$ cat config.mk
export PLATFORM = sky130hd
export DESIGN_NAME = io_bus_responder
export DESIGN_NICKNAME = d
export VERILOG_FILES = /design/src/rtl/raisin64_io_pkg.sv /design/src/rtl/io_page_decode.sv /design/src/rtl/io_bus_responder.sv
export SDC_FILE = /design/constraint.sdc
export NUM_CORES = 1
export LEC_CHECK = 0
export ABC_CLOCK_PERIOD_IN_PS = 2450
export CAP_MARGIN = 20
export CORE_AREA = 2 2 184 186
export DETAILED_ROUTE_END_ITERATION = 10
export DIE_AREA = 0 0 186 188
export GPL_TIMING_DRIVEN = 0
export PLACE_DENSITY_LB_ADDON = 0.15
export SYNTH_ARGS = -nofsm -noshare
export SYNTH_HDL_FRONTEND = slang
export SYNTH_SLANG_ARGS = --single-unit
$ cat constraint.sdc
create_clock -name clk -period 2.45 [get_ports clk]
set_input_delay 0.3675 -clock clk [delete_from_list [all_inputs] [get_ports clk]]
set_output_delay 0.3675 -clock clk [all_outputs]
set_load 0.01 [all_outputs]
$ cat src/rtl/raisin64_io_pkg.sv
// rtl/raisin64_io_pkg.sv - shared page constants, device and state encodings for the IO responder
package raisin64_io_pkg;

    localparam logic [33:0] LED_PAGE = 34'h2_0000_0001;
    localparam logic [33:0] SW_PAGE  = 34'h2_0000_0002;
    localparam logic [33:0] VGA_PAGE = 34'h2_0000_0003;

    typedef enum logic [1:0] {
        DEV_NONE,
        DEV_LED,
        DEV_SW,
        DEV_VGA
    } dev_t;

    typedef enum logic [1:0] {
        S_IDLE,
        S_ACCESS,
        S_RESP
    } state_t;

endpackage

$ cat src/rtl/io_page_decode.sv
// rtl/io_page_decode.sv - maps addr[47:14] to the peripheral it selects
module io_page_decode
    import raisin64_io_pkg::*;
#(
    parameter logic [33:0] LED_PG = LED_PAGE,
    parameter logic [33:0] SW_PG  = SW_PAGE,
    parameter logic [33:0] VGA_PG = VGA_PAGE
) (
    input  logic [33:0] i_page,
    output dev_t        o_dev
);

    // Bit 33 is addr[47]; the lower half of the address space is never IO.
    always_comb begin
        o_dev = DEV_NONE;
        if (i_page[33]) begin
            if (i_page == LED_PG)
                o_dev = DEV_LED;
            else if (i_page == SW_PG)
                o_dev = DEV_SW;
            else if (i_page == VGA_PG)
                o_dev = DEV_VGA;
        end
    end

endmodule

$ cat src/rtl/io_bus_responder.sv
// rtl/io_bus_responder.sv - single-outstanding CPU responder for the upper-half IO space
module io_bus_responder #(
    parameter int unsigned TIMEOUT_CYCLES = 255,
    parameter logic [33:0] LED_PAGE       = 34'h2_0000_0001,
    parameter logic [33:0] SW_PAGE        = 34'h2_0000_0002,
    parameter logic [33:0] VGA_PAGE       = 34'h2_0000_0003
) (
    input  logic        clk,
    input  logic        rst_n,
    input  logic        cpu_req,
    input  logic        cpu_we,
    input  logic [63:0] cpu_addr,
    input  logic [63:0] cpu_wdata,
    output logic        cpu_ready,
    output logic [63:0] cpu_rdata,
    output logic        cpu_err,
    output logic [13:0] io_addr,
    output logic [63:0] io_wdata,
    output logic        io_we,
    output logic        led_stb,
    output logic        sw_stb,
    output logic        vga_stb,
    input  logic        led_ack,
    input  logic        sw_ack,
    input  logic        vga_ack,
    input  logic [63:0] led_rdata,
    input  logic [63:0] sw_rdata,
    input  logic [63:0] vga_rdata
);
    import raisin64_io_pkg::*;

    localparam logic [15:0] TO_LAST = 16'(TIMEOUT_CYCLES - 1);

    state_t      r_state;
    state_t      w_next_state;
    dev_t        r_dev;
    dev_t        w_dec_dev;
    logic [13:0] r_addr;
    logic [63:0] r_wdata;
    logic        r_we;
    logic [15:0] r_cnt;
    logic [63:0] r_rdata;
    logic        r_err;
    logic        w_ack;
    logic [63:0] w_ack_rdata;
    logic        w_timeout;
    logic        w_unused_addr;

    assign w_unused_addr = &{1'b0, cpu_addr[63:48]};

    io_page_decode #(
        .LED_PG (LED_PAGE),
        .SW_PG  (SW_PAGE),
        .VGA_PG (VGA_PAGE)
    ) u_decode (
        .i_page (cpu_addr[47:14]),
        .o_dev  (w_dec_dev)
    );

    // Only the selected device's ack and data are looked at; others are don't-care.
    always_comb begin
        w_ack       = 1'b0;
        w_ack_rdata = 64'd0;
        case (r_dev)
            DEV_LED: begin w_ack = led_ack; w_ack_rdata = led_rdata; end
            DEV_SW:  begin w_ack = sw_ack;  w_ack_rdata = sw_rdata;  end
            DEV_VGA: begin w_ack = vga_ack; w_ack_rdata = vga_rdata; end
            default: ;
        endcase
    end

    assign w_timeout = (r_cnt == TO_LAST);

    always_ff @(posedge clk or negedge rst_n) begin
        if (!rst_n)
            r_state <= S_IDLE;
        else
            r_state <= w_next_state;
    end

    always_comb begin
        w_next_state = r_state;
        case (r_state)
            S_IDLE:   if (cpu_req)
                          w_next_state = (w_dec_dev == DEV_NONE) ? S_RESP : S_ACCESS;
            S_ACCESS: if (w_ack || w_timeout)
                          w_next_state = S_RESP;
            S_RESP:   w_next_state = S_IDLE;
            default:  w_next_state = S_IDLE;
        endcase
    end

    always_ff @(posedge clk or negedge rst_n) begin
        if (!rst_n) begin
            r_dev   <= DEV_NONE;
            r_addr  <= 14'd0;
            r_wdata <= 64'd0;
            r_we    <= 1'b0;
            r_cnt   <= 16'd0;
            r_rdata <= 64'd0;
            r_err   <= 1'b0;
        end else begin
            case (r_state)
                S_IDLE: begin
                    if (cpu_req) begin
                        r_addr  <= cpu_addr[13:0];
                        r_wdata <= cpu_wdata;
                        r_we    <= cpu_we;
                        r_dev   <= w_dec_dev;
                        r_cnt   <= 16'd0;
                        if (w_dec_dev == DEV_NONE) begin
                            r_rdata <= 64'd0;
                            r_err   <= 1'b1;
                        end
                    end
                end
                S_ACCESS: begin
                    // Ack is tested first so it wins over a simultaneous timeout.
                    if (w_ack) begin
                        r_rdata <= r_we ? 64'd0 : w_ack_rdata;
                        r_err   <= 1'b0;
                    end else if (w_timeout) begin
                        r_rdata <= 64'd0;
                        r_err   <= 1'b1;
                    end
                    if (r_cnt != 16'hFFFF)
                        r_cnt <= r_cnt + 16'd1;
                end
                default: ;
            endcase
        end
    end

    assign cpu_ready = (r_state == S_RESP);
    assign cpu_rdata = r_rdata;
    assign cpu_err   = r_err;
    assign io_addr   = r_addr;
    assign io_wdata  = r_wdata;
    assign io_we     = r_we;
    assign led_stb   = (r_state == S_ACCESS) && (r_dev == DEV_LED);
    assign sw_stb    = (r_state == S_ACCESS) && (r_dev == DEV_SW);
    assign vga_stb   = (r_state == S_ACCESS) && (r_dev == DEV_VGA);

endmodule

# After elaboration in Yosys (flattened, before gate mapping)

Cells that the tools add are included.

Muxes and demuxes: 24
Reduce and logical (&&, ||, !) cells: 11
$add $sub $neg: 1
Equality and inequality tests: 15

Operators with widths:

| operator                                                               | count |
|---|---|
| 64-bit two-way mux                                                     | 5 |
| 64-bit one-hot mux with 3 select lines                                 | 1 |
| 64-bit one-hot mux with 2 select lines                                 | 1 |
| 34-bit equality test, second input constant                            | 3 |
| 16-bit two-way mux                                                     | 2 |
| 16-bit one-hot mux with 2 select lines                                 | 1 |
| 16-bit by 1-bit adder with 16-bit output, second input constant        | 1 |
| 16-bit by 8-bit equality test with 1-bit output, second input constant | 1 |
| 16-bit inequality test, second input constant                          | 1 |
| 2-bit two-way mux                                                      | 7 |
| 2-bit inequality test, second input constant                           | 4 |
| 2-bit equality test, second input constant                             | 3 |
| 2-bit by 1-bit equality test with 1-bit output, second input constant  | 2 |
| 2-bit logical NOT                                                      | 2 |
| 1-bit two-way mux                                                      | 4 |
| 2-bit one-hot mux with 2 select lines                                  | 1 |
| 2-bit AND reduction                                                    | 2 |
| 4-bit AND reduction                                                    | 1 |
| 1-bit logical AND                                                      | 3 |
| 3-bit inequality test, second input constant                           | 1 |
| 1-bit one-hot mux with 3 select lines                                  | 1 |
| 3-bit AND reduction                                                    | 1 |
| 1-bit one-hot mux with 2 select lines                                  | 1 |
| 2-bit nonzero test                                                     | 1 |
| 1-bit logical OR                                                       | 1 |

Logic and storage cells: 59
Register bits: 164
Input port bits: 327

# Depth between registers and ports, before layout

Gate-level depths: netlist of run 1.

Word-level depth: 9
Depth in mapped cells: 8

# Modules after synthesis

A second synthesis of run 1 with hierarchy kept.

Cell total of the unflattened synthesis: 772
Area, all modules: 7716.2 sq um

By module, submodules not included:

| module           | times used | area each (sq um) | cells each |
|---|---|---|---|
| io_bus_responder | 1          | 7627.3            | 758 |
| io_page_decode   | 1          | 88.8              | 14 |

# Worst setup path after synthesis of run 1

No wires, ideal clock.

Path kind: reg-to-reg
Start point: reg r_cnt[0]
End point: reg r_rdata[23] (netlist: cpu_rdata[23])
Setup slack: 758 ps
Data required time: 2363 ps
Stages on the path, launching flop included: 9
Arrival: 1605 ps
Period minus slack after synthesis: 1692 ps
Cells stage by stage: dfrtp_1 -> inv_1 -> ha_1 -> nor4b_1 -> nand4_1 -> clkbuf_1 -> clkbuf_1 -> nand3_1 -> o211ai_1

Word-level cells in the longest chain between the ends: 3

Ends and longest elaborated chain:

| element                                         | line                    | text |
|---|---|---|
| start: declaration                              | io_bus_responder.sv:41  | `logic [15:0] r_cnt;` |
| start signal: assignment                        | io_bus_responder.sv:127 | `r_cnt <= r_cnt + 16'd1;` |
| 16-bit by 8-bit equality test with 1-bit output | io_bus_responder.sv:72  | `assign w_timeout = (r_cnt == TO_LAST);` |
| 3-bit inequality test (no line)                 | --                      |  |
| 4-bit AND reduction (no line)                   | --                      |  |
| end signal: assignment                          | io_bus_responder.sv:120 | `r_rdata <= r_we ? 64'd0 : w_ack_rdata;` |
| end: declaration                                | io_bus_responder.sv:42  | `logic [63:0] r_rdata;` |

No other way between the ends.
A chain may end at the register's enable or synchronous reset.

# Worst setup path after layout of run 1

Start point: reg r_dev[0]
End point: out led_stb

Word-level cells in the longest chain between the ends: 2

Ends and longest elaborated chain:

| element                                        | line                    | text |
|---|---|---|
| start: declaration                             | io_bus_responder.sv:36  | `dev_t r_dev;` |
| start signal: assignment                       | io_bus_responder.sv:109 | `r_dev <= w_dec_dev;` |
| 2-bit by 1-bit equality test with 1-bit output | io_bus_responder.sv:140 | `assign led_stb = (r_state == S_ACCESS) && (r_dev == DEV_LED);` |
| 1-bit logical AND                              | io_bus_responder.sv:140 |  |
| end: declaration                               | io_bus_responder.sv:20  | `output logic led_stb,` |

No other way between the ends.

==> metrics, run 1 <==
PwrDens 496 nW/um^2; Netlist cell types 51; unrepaired setup endpoints after global routing false; register area share after synthesis 0.449; max_cap viols 0; Inst Count DP 1897; vias in the first global route 9635; clock slew at reported path FFs 70 ps; Yosys reg bits 164; Num Clock Sinks 164; final hold slack 453 ps; VDD IR-drop max 0.000410 V; crit-path max FO 7; nature of the critical path startpoint flip-flop; HP Class input pin to flip-flop; multi-input logic area 4340 sq um; CP Capture Type output pin; P&R area growth vs syn 63.9%; Worst Path Buf+Inv 3; grt ovf 0; port bufs 458; syn nets 1319; starting DRC count in detailed routing 380; die width 186 um; All-Layer GR Usage 0.214; Final min period 2340 ps; Non-Filler Instances 1930; GPL Wtd Cong 0.812; Syn Std Cell Area 9150 sq um; CP max stage delay 530 ps; worst path cell trace buf_2, nor2b_1, buf_6, and2_1, clkdlybuf4s50_1; first-pass GRT wire length 57000 um; Max Clk Rate 427 MHz; Total Routed Length 37800 um; final hold violations 0; Pre-antenna DRT Iters 6; vias 9365; DP HPWL 28800 um; CP Class flip-flop to output pin; Register Area 4100 sq um; critical path arrival 1980 ps; Post-synth EDFFs 0; Mapped Avg Cell Area 9.24 sq um; Clock Latency Late Sink 440 ps; post-route DRC violation count 0; CTS Buf Count 17; fillcell total 3231; status finished clean; CTS tree done; Initial Util 0.276; root buffer cell clkbuf_16; fin crit share 0.956; Core Region 33100 sq um; Worst Clk Skew 15.2 ps; deepest clock path buffer count 2; Leakage 6.02 nW; synth top area cells dfrtp_1 (45%), nand2_1 (11%), mux2_2 (7.9%); Die Height 188 um; Slew @ Worst Pin 796 ps; most common cell after layout, fill and taps aside clkdlybuf4s50_1; largest net degree at the start of global routing 86; Ys Warns 0; Mapped Cells 990; Worst slew margin 0.469; initial antenna violation count 2; Yosys top cell area share 0.449; io pins 475; # setup viols final 0; setup TNS 0 ps; depth of the CTS H-tree 4; top_reg_cell synth dfrtp_1; most frequent cells in the layout clkdlybuf4s50_1 (457), nand2_1 (256), dfrtp_1 (164); CP max-delay cell clkdlybuf4s50_1; CP top delay family buffers and inverters; row cnt 67; antenna viol nets, final 0; Yosys top cell by area dfrtp_1; CP Data Required Time 2080 ps; layout cells sized above 1 0.101; post-DR wirelength/cell 19.6 um; Via-to-Cell Ratio 4.85; Async SR Flop Fraction 1.00; Nets 1797; Pins Over Slew Limit 0; total power 7.44 mW; Die ar. 35000 sq um
==> worst min-delay path, stage by stage <==
cell             delay (ps)
clkdlybuf4s50_1         390
nand2_1                  50
nand2_1                  40
==> through the flow <==
stage / area (sq um) / util / setup WS (ps)
after floorplan: 9150 / - / 758
after global placement: 14300 / 0.432 / -6610
after detailed placement: 14300 / 0.433 / -151
after CTS: 15000 / 0.453 / 56.1
after global routing: 15000 / 0.453 / 11.5
final: 15000 / 0.453 / 107
==> Yosys cell counts (all sizes together), types with 4 or more instances <==
master and instances:
or2 7, a22o 68, nor4 7, nand2 256, clkbuf 50, and4 4, and3 7, dfrtp 164
mux2i 11, a22oi 65, mux2 65, inv 66, nand3 73, o211ai 64, buf 31
==> final timing paths <==
| kind | to | startpoint | slack, ps | cells past startpoint |
|---|---|---|---|---|
| max in group asynchronous | io_addr[2] | rst_n | 1060 | 3 |
| min in group asynchronous | cpu_rdata[54] | rst_n | 490 | 2 |
| worst max register to register | cpu_rdata[20] | r_dev[0] | 220 | 8 |
| worst min register to register | io_wdata[58] | io_wdata[58] | 470 | 2 |
| worst max-delay path | led_stb | r_dev[0] | 110 | 5 |
| worst min-delay path | io_wdata[12] | cpu_wdata[12] | 450 | 3 |
==> report_power, final <==
| part | total, mW | switching, mW | leakage, nW | internal [mW] |
|---|---|---|---|---|
| registers | 2.98 | 0.105 | 2.15 | 2.88 |
| logic | 1.40 | 0.539 | 3.55 | 0.860 |
| clock network | 3.06 | 1.28 | 0.321 | 1.77 |
| total | 7.44 | 1.93 | 6.02 | 5.51 |
==> logic make-up (layout without fill, tap and decap cells) <==
group           count (synthesis)  count (layout)  synth area share
fa+ha+maj                       2               2           0.00273
compound gates                220             220             0.194
other cells                     0               1                 0
mux                            76              76            0.0924
flops                         164             164             0.449
simple gates                  381             381             0.185
buf+inv                       147             638            0.0771
==> per-layer routing <==
| metal | up-vias | global-route usage | routed length, um |
|---|---|---|---|
| met4 | 2 | 0.0509 | 513 |
| met3 | 28 | 0.0777 | 3670 |
| met5 | - | 0 | 9 |
| met1 | 4497 | 0.252 | 15100 |
| li1 | 4466 | - | - |
| met2 | 372 | 0.369 | 18600 |
==> flip-flops by register name, indices dropped and copies added, names as in the netlist <==
name       flops
r_cnt         16
io_we          1
io_addr       14
r_dev          2
cpu_rdata     64
cpu_err        1
io_wdata      64
r_state        2
==> repair_timing <==
| action | in CTS | in global routing |
|---|---|---|
| hold endpoints to repair | 79 | 0 |
| cloned | 0 | 0 |
| gates resized for setup | 3 | 2 |
| setup endpoints to repair | 3 | 34 |
| setup buffers | 1 | 0 |
| hold buffers | 1 | 0 |
==> final cells by class <==
cell class              instances  area share
diodes                          1    0.000167
plain buffers                  79      0.0307
clock buffers                  18      0.0293
clock inverters                14      0.0139
inverters                      66      0.0165
multi-input cells             679       0.289
flip-flops and latches        164       0.274
well taps                     448      0.0374
repair buffers                461       0.309
Power figures use the tool's default switching activity.
==> run 2, diff against run 1 <==
- ABC_AREA: default -> 1
- CORE_AREA: 2 2 184 186 -> 2 2 183 185
- DIE_AREA: 0 0 186 188 -> 0 0 185 187
==> run 2 against run 1 <==
  * Die area fell by 1.1%
  * Critical path depth unchanged
  * Sequential share of layout area rose by 2.2 points
  * Core utilization shrank 3.0 points
  * Clock skew fell by 2.9 ps
  * Combinational power grew 6%
  * First-iteration DRC count decreased by 0.79%
  * Non-clock buffer count is 28 lower
  * Global-route usage shrank 2.8 points
  * Register-to-register slack improved by 190 ps
  * Synthesized area down 12%
  * Flip-flop and latch count did not move
==> metrics, run 2 <==
Die Height 187 um; max_cap viols 0; final hold slack 453 ps; Die ar. 34600 sq um; Max Clk Rate 431 MHz; Netlist cell types 29; nature of the critical path startpoint flip-flop; Mapped Avg Cell Area 8.54 sq um; P&R area growth vs syn 71.9%; crit-path max FO 13; met3 GRT Util 0.0748; setup TNS 0 ps; VDD IR-drop max 0.000473 V; most common cell after layout, fill and taps aside clkdlybuf4s50_1; HP Class input pin to asynchronous set/reset pin; Final Core Density 0.423; logic gate share of total power 0.201; FF-to-FF Start r_dev[1]; root buffer cell clkbuf_16; routing usage on met2 0.318; Sw Share 0.254; total power 7.37 mW; Ys Warns 0; DP HPWL 25300 um; io pins 475; first-pass GRT wire length 48600 um; grt met1 use 0.208; Via-to-Cell Ratio 4.32; largest net degree at the start of global routing 100; PwrDens 531 nW/um^2; fillcell total 3385; # setup viols final 0; starting DRC count in detailed routing 377; multi-input logic area 3590 sq um; flop-to-flop setup slack 410 ps; vias in the first global route 8415; Mapped Cells 947; post-route DRC violation count 0; Register Area 4100 sq um; Leakage 6.10 nW; depth of the CTS H-tree 4; clock slew at reported path FFs 70 ps; initial antenna violation count 5; fin crit share 0.948; layer with the highest usage met2; Core Region 32900 sq um; Flop pwr share 0.407; Async SR Flop Fraction 1.00; layout cells sized above 1 0.124; Worst Clk Skew 12.3 ps; GPL Wtd Cong 0.911; Final min period 2320 ps; CP Capture Type output pin; Worst slew margin 0.480; status finished clean; post-DR wirelength/cell 17.1 um; register area share after synthesis 0.508; CP Data Required Time 2080 ps; Power Internal 5.50 mW; Yosys reg bits 164; critical path arrival 1950 ps; vias 8164; CTS Buf Count 17; port bufs 458; syn nets 1276; unrepaired setup endpoints after global routing false; Pins Over Slew Limit 0; Yosys top cell by area dfrtp_1; die width 185 um; R2R Path End cpu_rdata[53]; Synth top cells by count nand2_1 (377), dfrtp_1 (164), nand3_1 (145), mux2_2 (78), nor2_1 (41); Nets 1754; row cnt 67; Slew @ Worst Pin 780 ps; top_reg_cell synth dfrtp_1; antenna viol nets, final 0; Num Clock Sinks 164; All-Layer GR Usage 0.186; Post-synth EDFFs 0; most frequent cell after synthesis nand2_1; NetSw 1.87 mW; Total Routed Length 32300 um; CTS tree done; Initial Util 0.246; Syn Std Cell Area 8080 sq um; FF-to-FF path depth 9; clock group share of total power 0.392; Clock Latency Late Sink 430 ps; deepest clock path buffer count 2; grt ovf 0; CP Class flip-flop to output pin; Pre-antenna DRT Iters 4; final hold violations 0; synth top area cells dfrtp_1 (51%), nand2_1 (18%), mux2_2 (11%); Yosys top cell area share 0.508; setup bufs post-CTS 0; most frequent cells in the layout clkdlybuf4s50_1 (456), nand2_1 (377), dfrtp_1 (164)
run 2: worst max-delay path, cell delays in order (launching register included):
cell and delay, ps:
dfrtp_1 390, inv_2 80, nor2_8 210, inv_4 120
nor3_1 150, clkdlybuf4s50_1 580
run 2: cell families (layout without fill, tap and decap cells):
group,Yosys count,count (layout),share of synthesized area
muxes,78,78,0.109
adders and majority gates,2,2,0.00310
DFF,164,164,0.508
AOI/OAI and AO/OA,21,21,0.0141
and+or+nand+nor,594,594,0.309
buffers and inverters,80,571,0.0488
other,0,3,0
xor gates and xnor gates,8,8,0.00867
run 2: worst max path at each step:
stage	end	cells past startpoint	slack, ps	startpoint
floorplan	cpu_rdata[44]	11	860	r_cnt[0]
global placement	io_wdata[56]	1	-6460	rst_n
detailed placement	cpu_rdata[53]	8	100	vga_ack
CTS	sw_stb	4	20	r_state[1]
global route	sw_stb	5	20	r_state[0]
finish	sw_stb	5	130	r_state[0]
run 2: final cells by class:
| cell class | count | share of cell area |
|---|---|---|
| repair buffers | 460 | 0.333 |
| flip-flops and latches | 164 | 0.295 |
| multi-input cells | 703 | 0.258 |
| well taps | 448 | 0.0403 |
| clock buffers | 17 | 0.0306 |
| plain buffers | 52 | 0.0208 |
| clock inverters | 15 | 0.0138 |
| inverters | 27 | 0.00747 |
| diodes | 3 | 0.000540 |
run 2: layer usage:
metal  part of all wire  wire (um)
met1               0.39      12600
met5            0.00096         31
met4              0.020        643
met3               0.11       3480
met2               0.48      15500
run 2: stage by stage:
| stage | area, sq um | instances | setup slack [ps] |
|---|---|---|---|
| 2_1_floorplan | 8080 | 947 | 860 |
| 3_3_place_gp | 13200 | 1853 | -6460 |
| 3_5_place_dp | 13300 | 1854 | 105 |
| 4_1_cts | 13900 | 1886 | 18.6 |
| 5_1_grt | 13900 | 1888 | 18.8 |
| 6_report | 13900 | 1889 | 128 |
run 2: power by group through the flow:
| stage | sequential [mW] | clock (mW) | combinational (mW) |
|---|---|---|---|
| 6_report | 3.00 | 2.89 | 1.49 |
| 2_1_floorplan | 3.14 | 0 | 0.324 |
| 5_1_grt | 3.02 | 3.11 | 1.60 |
| 3_5_place_dp | 3.05 | 0 | 1.51 |
| 3_3_place_gp | 3.05 | 0 | 1.50 |
| 4_1_cts | 3.00 | 3.00 | 1.52 |
run 2: repair_timing:
item,4_1_cts,5_1_grt
endpoints found under the setup margin,3,2
hold buffers,1,0
endpoints found under the hold margin,65,0
resized for setup,0,3
pin swaps,0,1
==> run 3, diff against run 2 <==
- PLACE_DENSITY: default -> 0.56
- PLACE_DENSITY_LB_ADDON: 0.15 -> default
==> run 3 against run 2 <==
  * Flip-flop and latch count unchanged
  * Core utilization decreased by 0.084 points
  * Power decreased by 1.1%
  * Cell count decreased by 0.16%
  * Clock skew decreased by 2.5 ps
  * Combinational power about the same
  * Non-clock buffer count decreased by 1
==> metrics, run 3 (synthesis results as in run 2) <==
most frequent cells in the layout clkdlybuf4s50_1 (455), nand2_1 (377), dfrtp_1 (164); deepest clock path buffer count 2; Worst slew margin 0.427; final hold violations 0; Die ar. 34600 sq um; vias 8135; Flop pwr share 0.411; Via-to-Cell Ratio 4.31; P&R area growth vs syn 71.6%; cell area after placement 13300 sq um; final hold slack 428 ps; NetSw 1.86 mW; port bufs 458; fin crit share 0.923; Die Height 187 um; max_cap viols 0; Max Clk Rate 442 MHz; Core Region 32900 sq um; Clock Latency Late Sink 430 ps; status finished clean; CTS tree done; # setup viols final 0; first-pass GRT wire length 47800 um; Final min period 2260 ps; fillcell total 3335; die width 185 um; crit-path max FO 13; row cnt 67; DP HPWL 25300 um; fin area 13900 sq um; grt ovf 0; clock group share of total power 0.384; setup TNS 0 ps; CP Class flip-flop to output pin; post-route DRC violation count 0; Nets 1753; VDD IR-drop max 0.000457 V; PwrDens 526 nW/um^2; Power Internal 5.43 mW; root buffer cell clkbuf_16; depth of the CTS H-tree 4; Register Area 4100 sq um; nature of the critical path startpoint flip-flop; CTS Buf Count 17; CP Capture Type output pin; multi-input logic area 3590 sq um; vias in the first global route 8213; Leakage 6.11 nW; initial antenna violation count 2; most common cell after layout, fill and taps aside clkdlybuf4s50_1; clock slew at reported path FFs 70 ps; All-Layer GR Usage 0.184; Pins Over Slew Limit 0; io pins 475; Num Clock Sinks 164; logic gate share of total power 0.205; antenna viol nets, final 0; unrepaired setup endpoints after global routing false; Worst Clk Skew 9.82 ps; Sw Share 0.256; flop-to-flop setup slack 300 ps; HP Class input pin to asynchronous set/reset pin; starting DRC count in detailed routing 406; layout cells sized above 1 0.124; total power 7.29 mW; Total Routed Length 32300 um; CP Data Required Time 2080 ps; GPL Wtd Cong 0.861; post-DR wirelength/cell 17.1 um; Initial Util 0.246; critical path arrival 1890 ps; Slew @ Worst Pin 860 ps; largest net degree at the start of global routing 106; Pre-antenna DRT Iters 7
[run 3: worst max-delay path: stages, from the launching register on]
cell	delay [ps]
dfrtp_1	450
nor2_8	210
inv_2	140
nor2_1	110
clkdlybuf4s50_1	550
[run 3: path summary, 6_finish.rpt]
path | cells after the start | from | to
setup / recovery | 4 | r_state[1] | vga_stb
hold reg to reg | 2 | cpu_rdata[3] | cpu_rdata[3]
hold / removal | 2 | rst_n | io_wdata[30]
setup reg to reg | 5 | io_we | cpu_rdata[60]
max in group asynchronous | 3 | rst_n | cpu_rdata[32]
min in group clk | 2 | cpu_rdata[3] | cpu_rdata[3]
[run 3: power groups by stage]
stage	combinational, mW	clock, mW	sequential [mW]
after floorplan	0.324	0	3.14
after global placement	1.50	0	3.04
after detailed placement	1.51	0	3.05
after CTS	1.52	2.89	3.00
after global routing	1.60	3.01	3.02
final	1.49	2.80	3.00
[run 3: cell type report]
class | instances | share of cell area
repair buffers | 460 | 0.334
flip-flops and latches | 164 | 0.296
multi-input cells | 703 | 0.259
well taps | 448 | 0.0404
clock buffers | 18 | 0.0317
plain buffers | 51 | 0.0206
clock inverters | 14 | 0.0115
inverters | 27 | 0.00731
diodes | 1 | 0.000180
[run 3: through the flow]
stage,setup WS [ps],std cells,util
after floorplan,860,947,-
after CTS,50.4,1886,0.422
after global placement,-6270,1853,0.403
after detailed placement,-132,1854,0.404
final,190,1886,0.422
after global routing,72.1,1886,0.422
[run 3: per-layer routing]
layer / global-route usage / routed length (um) / up-vias
met5: 0 / 12 / -
met4: 0.0784 / 1010 / 2
met3: 0.0549 / 2630 / 45
met2: 0.318 / 15600 / 337
met1: 0.208 / 13000 / 3720
li1: - / - / 4031
[run 3: timing repair]
action,4_1_cts,5_1_grt
resized for setup,0,2
hold buffers,1,0
setup buffers,0,0
endpoints found under the setup margin,3,3
endpoints found under the hold margin,59,0
